### src/rtl/div_unit_if.sv
// div_unit_if: request/result bundle for the iterative divider.
//   start, signed_div, a, b, annul : requester -> divider
//   busy, done, quotient, remainder : divider -> requester
// The master modport is the requester (EX stage / bench); the slave modport
// is the divider.
interface div_unit_if #(
  parameter int WIDTH = 32
);
  logic             start;
  logic             signed_div;
  logic [WIDTH-1:0] a;
  logic [WIDTH-1:0] b;
  logic             annul;
  logic             busy;
  logic             done;
  logic [WIDTH-1:0] quotient;
  logic [WIDTH-1:0] remainder;

  modport master (
    output start, signed_div, a, b, annul,
    input  busy, done, quotient, remainder
  );

  modport slave (
    input  start, signed_div, a, b, annul,
    output busy, done, quotient, remainder
  );
endinterface

### src/rtl/div_unit.sv
// div_unit: restoring integer divider for MIPS DIV/DIVU, one quotient bit per
// cycle with a fixed latency of WIDTH+2 edges from the accepting edge to done.
// Ports:
//   clk    : rising-edge clock
//   resetn : asynchronous active-low reset
//   div    : div_unit_if.slave bundle
//            start/signed_div/a/b sampled on the accepting edge (IDLE/DONE),
//            annul cancels work in PREP/CALC and blocks start in IDLE/DONE,
//            busy high in PREP/CALC, done single-cycle pulse,
//            quotient (to LO) / remainder (to HI) held between completions.
module div_unit #(
  parameter int WIDTH = 32
) (
  input  logic         clk,
  input  logic         resetn,
  div_unit_if.slave    div
);

  localparam int CNT_W = (WIDTH > 1) ? $clog2(WIDTH) : 1;
  localparam logic [CNT_W-1:0] LAST_CNT = CNT_W'(WIDTH - 1);

  typedef enum logic [1:0] {
    ST_IDLE = 2'd0,
    ST_PREP = 2'd1,
    ST_CALC = 2'd2,
    ST_DONE = 2'd3
  } state_t;

  // Two's complement negate; the magnitude of the most negative value comes
  // out as the same bit pattern, which is correct when read as unsigned.
  function automatic logic [WIDTH-1:0] negate(input logic [WIDTH-1:0] v);
    return {WIDTH{1'b0}} - v;
  endfunction

  state_t           state_q, state_d;
  logic [WIDTH-1:0] a_q, a_d;          // dividend as sampled
  logic [WIDTH-1:0] b_q, b_d;          // divisor as sampled
  logic             sdiv_q, sdiv_d;
  logic             qsign_q, qsign_d;
  logic             rsign_q, rsign_d;
  logic             dbz_q, dbz_d;
  logic [WIDTH-1:0] dvd_q, dvd_d;      // dividend magnitude, quotient bits shift in at LSB
  logic [WIDTH-1:0] dvs_q, dvs_d;      // divisor magnitude
  logic [WIDTH-1:0] prem_q, prem_d;    // partial remainder (always < divisor)
  logic [CNT_W-1:0] cnt_q, cnt_d;
  logic [WIDTH-1:0] quo_q, quo_d;
  logic [WIDTH-1:0] rem_q, rem_d;
  logic             busy_q, busy_d;
  logic             done_q, done_d;

  // Trial subtract is one bit wider so its MSB is the borrow.
  logic [WIDTH:0]   shift_s;
  logic [WIDTH:0]   trial_s;
  logic             qbit_s;
  logic [WIDTH-1:0] prem_next_s;
  logic [WIDTH-1:0] quo_mag_s;

  // Shift in the next dividend bit and trial-subtract the divisor magnitude.
  always_comb begin
    shift_s     = {prem_q, dvd_q[WIDTH-1]};
    trial_s     = shift_s - {1'b0, dvs_q};
    qbit_s      = ~trial_s[WIDTH];
    if (qbit_s) begin
      prem_next_s = trial_s[WIDTH-1:0];
    end else begin
      prem_next_s = shift_s[WIDTH-1:0];
    end
    quo_mag_s   = {dvd_q[WIDTH-2:0], qbit_s};
  end

  // Next-state and datapath control for the IDLE/PREP/CALC/DONE sequence.
  always_comb begin
    state_d = state_q;
    a_d     = a_q;
    b_d     = b_q;
    sdiv_d  = sdiv_q;
    qsign_d = qsign_q;
    rsign_d = rsign_q;
    dbz_d   = dbz_q;
    dvd_d   = dvd_q;
    dvs_d   = dvs_q;
    prem_d  = prem_q;
    cnt_d   = cnt_q;
    quo_d   = quo_q;
    rem_d   = rem_q;

    case (state_q)
      ST_IDLE, ST_DONE: begin
        // annul outranks start; DONE accepts a new request back-to-back.
        if (div.annul) begin
          state_d = ST_IDLE;
        end else if (div.start) begin
          state_d = ST_PREP;
          a_d     = div.a;
          b_d     = div.b;
          sdiv_d  = div.signed_div;
        end else begin
          state_d = ST_IDLE;
        end
      end

      ST_PREP: begin
        if (div.annul) begin
          state_d = ST_IDLE;
        end else begin
          state_d = ST_CALC;
          dvd_d   = (sdiv_q && a_q[WIDTH-1]) ? negate(a_q) : a_q;
          dvs_d   = (sdiv_q && b_q[WIDTH-1]) ? negate(b_q) : b_q;
          qsign_d = sdiv_q & (a_q[WIDTH-1] ^ b_q[WIDTH-1]);
          rsign_d = sdiv_q & a_q[WIDTH-1];
          dbz_d   = (b_q == {WIDTH{1'b0}});
          prem_d  = {WIDTH{1'b0}};
          cnt_d   = {CNT_W{1'b0}};
        end
      end

      ST_CALC: begin
        if (div.annul) begin
          state_d = ST_IDLE;
        end else begin
          dvd_d  = quo_mag_s;
          prem_d = prem_next_s;
          cnt_d  = cnt_q + CNT_W'(1);
          if (cnt_q == LAST_CNT) begin
            // Results are loaded on the edge entering DONE so they line up with done.
            state_d = ST_DONE;
            if (dbz_q) begin
              quo_d = {WIDTH{1'b1}};
              rem_d = a_q;
            end else begin
              quo_d = qsign_q ? negate(quo_mag_s) : quo_mag_s;
              rem_d = rsign_q ? negate(prem_next_s) : prem_next_s;
            end
          end else begin
            state_d = ST_CALC;
          end
        end
      end

      default: begin
        state_d = ST_IDLE;
      end
    endcase

    busy_d = (state_d == ST_PREP) || (state_d == ST_CALC);
    done_d = (state_d == ST_DONE);
  end

  // State and datapath registers.
  always_ff @(posedge clk or negedge resetn) begin
    if (!resetn) begin
      state_q <= ST_IDLE;
      a_q     <= {WIDTH{1'b0}};
      b_q     <= {WIDTH{1'b0}};
      sdiv_q  <= 1'b0;
      qsign_q <= 1'b0;
      rsign_q <= 1'b0;
      dbz_q   <= 1'b0;
      dvd_q   <= {WIDTH{1'b0}};
      dvs_q   <= {WIDTH{1'b0}};
      prem_q  <= {WIDTH{1'b0}};
      cnt_q   <= {CNT_W{1'b0}};
      quo_q   <= {WIDTH{1'b0}};
      rem_q   <= {WIDTH{1'b0}};
      busy_q  <= 1'b0;
      done_q  <= 1'b0;
    end else begin
      state_q <= state_d;
      a_q     <= a_d;
      b_q     <= b_d;
      sdiv_q  <= sdiv_d;
      qsign_q <= qsign_d;
      rsign_q <= rsign_d;
      dbz_q   <= dbz_d;
      dvd_q   <= dvd_d;
      dvs_q   <= dvs_d;
      prem_q  <= prem_d;
      cnt_q   <= cnt_d;
      quo_q   <= quo_d;
      rem_q   <= rem_d;
      busy_q  <= busy_d;
      done_q  <= done_d;
    end
  end

  assign div.busy      = busy_q;
  assign div.done      = done_q;
  assign div.quotient  = quo_q;
  assign div.remainder = rem_q;

endmodule
### src/flat_wrapper.sv
// flat-port wrapper written by rule: the top's interface ports become plain ports
module div_unit_flat 
#(
  parameter int WIDTH = 32
)
  (clk, resetn, div_start, div_signed_div, div_a, div_b, div_annul, div_busy, div_done, div_quotient, div_remainder);
  div_unit_if #(.WIDTH(WIDTH)) div_i ();
  input  logic clk;
  input  logic resetn;
  input wire logic [$bits(div_i.start)-1:0] div_start;
  input wire logic [$bits(div_i.signed_div)-1:0] div_signed_div;
  input wire logic [$bits(div_i.a)-1:0] div_a;
  input wire logic [$bits(div_i.b)-1:0] div_b;
  input wire logic [$bits(div_i.annul)-1:0] div_annul;
  output wire logic [$bits(div_i.busy)-1:0] div_busy;
  output wire logic [$bits(div_i.done)-1:0] div_done;
  output wire logic [$bits(div_i.quotient)-1:0] div_quotient;
  output wire logic [$bits(div_i.remainder)-1:0] div_remainder;
  assign div_i.start = div_start;
  assign div_i.signed_div = div_signed_div;
  assign div_i.a = div_a;
  assign div_i.b = div_b;
  assign div_i.annul = div_annul;
  assign div_busy = div_i.busy;
  assign div_done = div_i.done;
  assign div_quotient = div_i.quotient;
  assign div_remainder = div_i.remainder;
  div_unit #(.WIDTH(WIDTH)) u_core (.clk(clk), .resetn(resetn), .div(div_i));
endmodule
### config.mk
export PLATFORM = sky130hd
export DESIGN_NAME = div_unit_flat
export DESIGN_NICKNAME = d
export VERILOG_FILES = /design/src/rtl/div_unit_if.sv /design/src/rtl/div_unit.sv /design/src/flat_wrapper.sv
export SDC_FILE = /design/constraint.sdc
export NUM_CORES = 1
export LEC_CHECK = 0
export BUFFER_PORTS_ARGS = -buffer_cell sky130_fd_sc_hd__buf_2
export CAP_MARGIN = 20
export CELL_PAD_IN_SITES_DETAIL_PLACEMENT = 1
export CELL_PAD_IN_SITES_GLOBAL_PLACEMENT = 1
export CORE_ASPECT_RATIO = 0.5
export CORE_MARGIN = 1
export CORE_UTILIZATION = 35
export CTS_BUF_LIST = sky130_fd_sc_hd__clkbuf_2
export CTS_CLUSTER_DIAMETER = 200
export DETAILED_ROUTE_END_ITERATION = 12
export PLACE_DENSITY_LB_ADDON = 0.1
export SLEW_MARGIN = 20
export SYNTH_ARGS = -nofsm -noshare
export SYNTH_HDL_FRONTEND = slang
export SYNTH_SLANG_ARGS = --single-unit
### constraint.sdc
create_clock -name clk -period 5.8 [get_ports clk]
set_input_delay 0.58 -clock clk [delete_from_list [all_inputs] [get_ports clk]]
set_output_delay 0.58 -clock clk [all_outputs]
set_load 0.01 [all_outputs]
==> summary.md <==
| Metric | Value |
|---|---|
| Leading area contributor after synthesis | `dfrtp_1` |
| Relative slew slack | `33.41%` |
| Status | `complete, no violations` |
| Worst Tran Pin Value | `0.9833 ns` |
| Unrepaired setup endpoints after global routing | `false` |
| Synthesized-area fraction occupied by adder cells | `3.542%` |
| Overall Global Routing Usage | `23.50%` |
| First-pass GRT wire length | `80.83 mm` |
| Skew final | `0.05503 ns` |
| Cell count of the worst reg-to-reg path | `21` |
| CP endpoint kind | `flop` |
| Drt first pass iters | `5` |
| Hold Crit Class | `in2reg` |
| Tmin final | `5.449 ns` |
| Congestion Overflow GR | `0` |
| Initial antenna violation count | `1` |
| Slew Viols, Final | `0` |
| Worst-Skew Late Latency | `1.00 ns` |
| Overall power | `5.857 mW` |
| Area growth from synthesis to layout | `15.65%` |
| Number of fill cells | `5,091` |
| Crit path kind | `reg2reg` |
| Drt total wl | `51.03 mm` |
| Highest clock rate | `183.5 MHz` |
| Peak supply drop | `125.3 uV` |
| Vias in the first global route | `14,060` |
| Utilization after layout | `41.26%` |
| Layout net count | `2,022` |
| Number of max-cap violations | `0` |
| Compound-Gate Fraction of Synth Area | `20.82%` |
| Syn avg cell area | `8.739 um2` |
| Worst EP required | `6.66 ns` |
| Critical path arrival | `6.31 ns` |
| Die ar. | `43,880 um2` |
| Post-CTS setup buffer count | `0` |
| Synth async-reset ratio | `100.0%` |
| Ports | `135` |
| Root Driver | `clkbuf_2` |
| Most used DFF post-synth | `dfrtp_1` |
| Mux cell area share after synthesis | `7.708%` |
| Power Dens Cells | `336.6 nW/um2` |
| Simple-gate share of the synthesized area | `16.91%` |
| Number of synthesized flops with an enable pin | `0` |
| Layout cell share with drive strength beyond 1 | `18.43%` |
| Hold Path Stages | `4` |
| Core Rows | `53` |
| Top cell type's share of synthesized area | `39.41%` |
| Yosys warnings | `0` |
| Initial Utilization | `35.68%` |
| Post-DRT Antenna Nets | `0` |
| DR iter-0 viols | `841` |
| Post-Synth XOR/XNOR Area | `7.508%` |
| Final worst-path cycle share | `93.95%` |
| # setup viols final | `0` |
| Type of origin of the critical path | `flop` |
| #FFs+latches synth | `237` |
| CTS clk-pin slew, worst paths | `0.10 ns` |
| Synth area leaders | `dfrtp_1 39%, o21ai_0 6.2%, mux2_2 5.3%, a21oi_1 5.2%, nand2_1 4.9%` |
| # DRC | `0` |
| Inserted Clock Buffers | `61` |
| H-Tree Depth | `2` |
| CTS sink count | `237` |
| Post-route setup TNS | `0 ns` |
| Synthesized cell area | `15,050 um2` |
| Vias/cell | `5.386` |
| Static leakage | `7.883 nW` |
| Critical-path maximum fanout | `13` |
| Clock tree buffer depth | `3` |
| Core box area | `42,180 um2` |
| Largest net degree at the start of global routing | `118` |
| RD Place Congestion | `0.8953` |
| Hpwl dp | `36.94 mm` |
| Die width | `295.2 um` |
| Final hold vios | `0` |
| Post-synthesis cell count | `1,722` |
| Largest family of logic cells by synthesized area | `compound AO/OA/AOI/OAI gates` |
| DR vias | `13,610` |
| Sequential area share after synthesis | `39.41%` |
| Port bufs | `134` |
| CTS tree | `done` |
| Number of distinct library cells after synthesis | `83` |
| Syn Nets | `1,833` |
| WL per Instance | `20.20 um` |
| Die height | `148.6 um` |
[final timing paths]
path                            slack [ns]                  endpoint               startpoint
worst max-delay path                  0.35  u_core.div.remainder[28]         u_core.dvd_q[31]
worst min-delay path                  0.17           u_core.cnt_q[3]                div_annul
worst max register to register        0.35  u_core.div.remainder[28]         u_core.dvd_q[31]
worst min register to register        0.48   u_core.div.quotient[31]  u_core.div.quotient[31]
max in group asynchronous             4.26           u_core.dvs_q[7]                   resetn
min in group asynchronous             0.24   u_core.div.quotient[29]                   resetn
[per-layer routing]
layer,global-route usage [%],routed length (um),vias up
met1,33.97,25180,6667
met4,6.762,1306,0
met5,0,0,-
li1,-,-,6530
met3,4.244,2597,99
met2,35.68,21950,309
[registers in the layout, indices dropped and copies added, names as in the netlist]
signal	flops
u_core.b_q	32
u_core.prem_q	32
u_core.dvs_q	32
u_core.dvd_q	32
u_core.state_q	2
u_core.div.remainder	32
u_core.qsign_q	1
u_core.a_q	32
u_core.rsign_q	1
u_core.div.done	1
u_core.dbz_q	1
u_core.div.busy	1
u_core.sdiv_q	1
u_core.div.quotient	32
u_core.cnt_q	5
[metrics by stage]
step           area, um2  hold slack, ns  setup slack, ns  instances
3_3_place_gp       16230          0.4547           0.5000       2359
5_1_grt            17400          0.1061         0.001942       2526
3_5_place_dp       16230          0.4619           0.4043       2359
6_report           17400          0.1725           0.3512       2526
2_1_floorplan      15050          0.2844           0.7005       1722
4_1_cts            17390         0.03129           0.3834       2525
[report_power, final]
part	internal [mW]	switching [mW]
clock network	0.415	0.754
registers	1.91	0.360
logic	0.938	1.48
[cell usage in the layout, fill, tap and decap left out, types with 9 or more instances in the layout]
master | Yosys | routed
dfrtp_1 | 237 | 237
nand2_1 | 198 | 198
o21ai_0 | 187 | 186
a21oi_1 | 156 | 156
nor2_1 | 151 | 149
buf_2 | 13 | 133
clkbuf_2 | 0 | 91
xor2_1 | 73 | 73
mux2_2 | 71 | 71
dlygate4sd3_1 | 0 | 66
xnor2_1 | 56 | 56
inv_1 | 53 | 53
ha_1 | 41 | 40
mux2i_1 | 36 | 36
nand3_1 | 34 | 34
nor3_1 | 30 | 30
o31ai_1 | 24 | 24
buf_4 | 2 | 24
or3_1 | 19 | 19
nor4_1 | 17 | 17
and3_1 | 16 | 16
a21o_1 | 16 | 16
a31oi_1 | 13 | 13
o41ai_1 | 12 | 12
nand2b_1 | 12 | 11
o21a_1 | 11 | 11
or4_1 | 11 | 11
nor2b_1 | 10 | 10
nand4_1 | 10 | 10
a22o_1 | 9 | 9
[cells by family after synthesis]
logic type,Yosys count
and+or+nand+nor,545
AOI/OAI and AO/OA,510
DFF,237
buffers and inverters,152
xor gates and xnor gates,129
muxes,107
adders and majority gates,42
[cells in the mapped netlist (9+ instances only)]
cell type / number
mux2i_1: 36
nor2b_1: 10
a22o_1: 9
or4_1: 11
o21ai_0: 187
clkbuf_1: 75
nand2_1: 198
nor4_1: 17
xnor2_1: 56
inv_1: 53
and3_1: 16
mux2_2: 71
xor2_1: 73
o41ai_1: 12
nand4_1: 10
o21a_1: 11
ha_1: 41
buf_2: 13
a31oi_1: 13
nand2b_1: 12
a21oi_1: 156
nand3_1: 34
o31ai_1: 24
nor3_1: 30
or3_1: 19
dfrtp_1: 237
nor2_1: 151
a21o_1: 16
[critical path, stage by stage, from the launching register on]
cell and delay [ns]:
dfrtp_1 0.41, inv_1 0.08, ha_1 0.19, inv_1 0.07, fa_1 0.44, nand3_1 0.15
a211o_2 0.22, a21oi_2 0.12, o311a_1 0.36, a221o_2 0.48, nor2_8 0.16, inv_2 0.06
mux2i_1 0.22, ha_1 0.27, nand3_1 0.11, nor3_1 0.25, or3b_2 0.54, o41ai_4 0.36
nand2_1 0.16, o41ai_1 0.45, xnor2_1 0.17, o22ai_1 0.09
[final cells by class]
cell class,count,area [um2],share of cell area (%)
tap,577,721.9,4.148
timing repair buffer,224,1521,8.743
sequential,237,5931,34.08
antenna,1,2.502,0.01438
multi-input combinational,1333,8524,48.98
inverter,54,202.7,1.165
clock buffer,91,455.4,2.617
clock inverter,9,43.79,0.2516
[repair_timing]
action	in CTS	in global routing
hold buffers	66	0
setup endpoints to repair	0	3
gates resized for setup	0	2
endpoints found under the hold margin	179	0
Note: power is estimated with default switching activity, not from simulation.
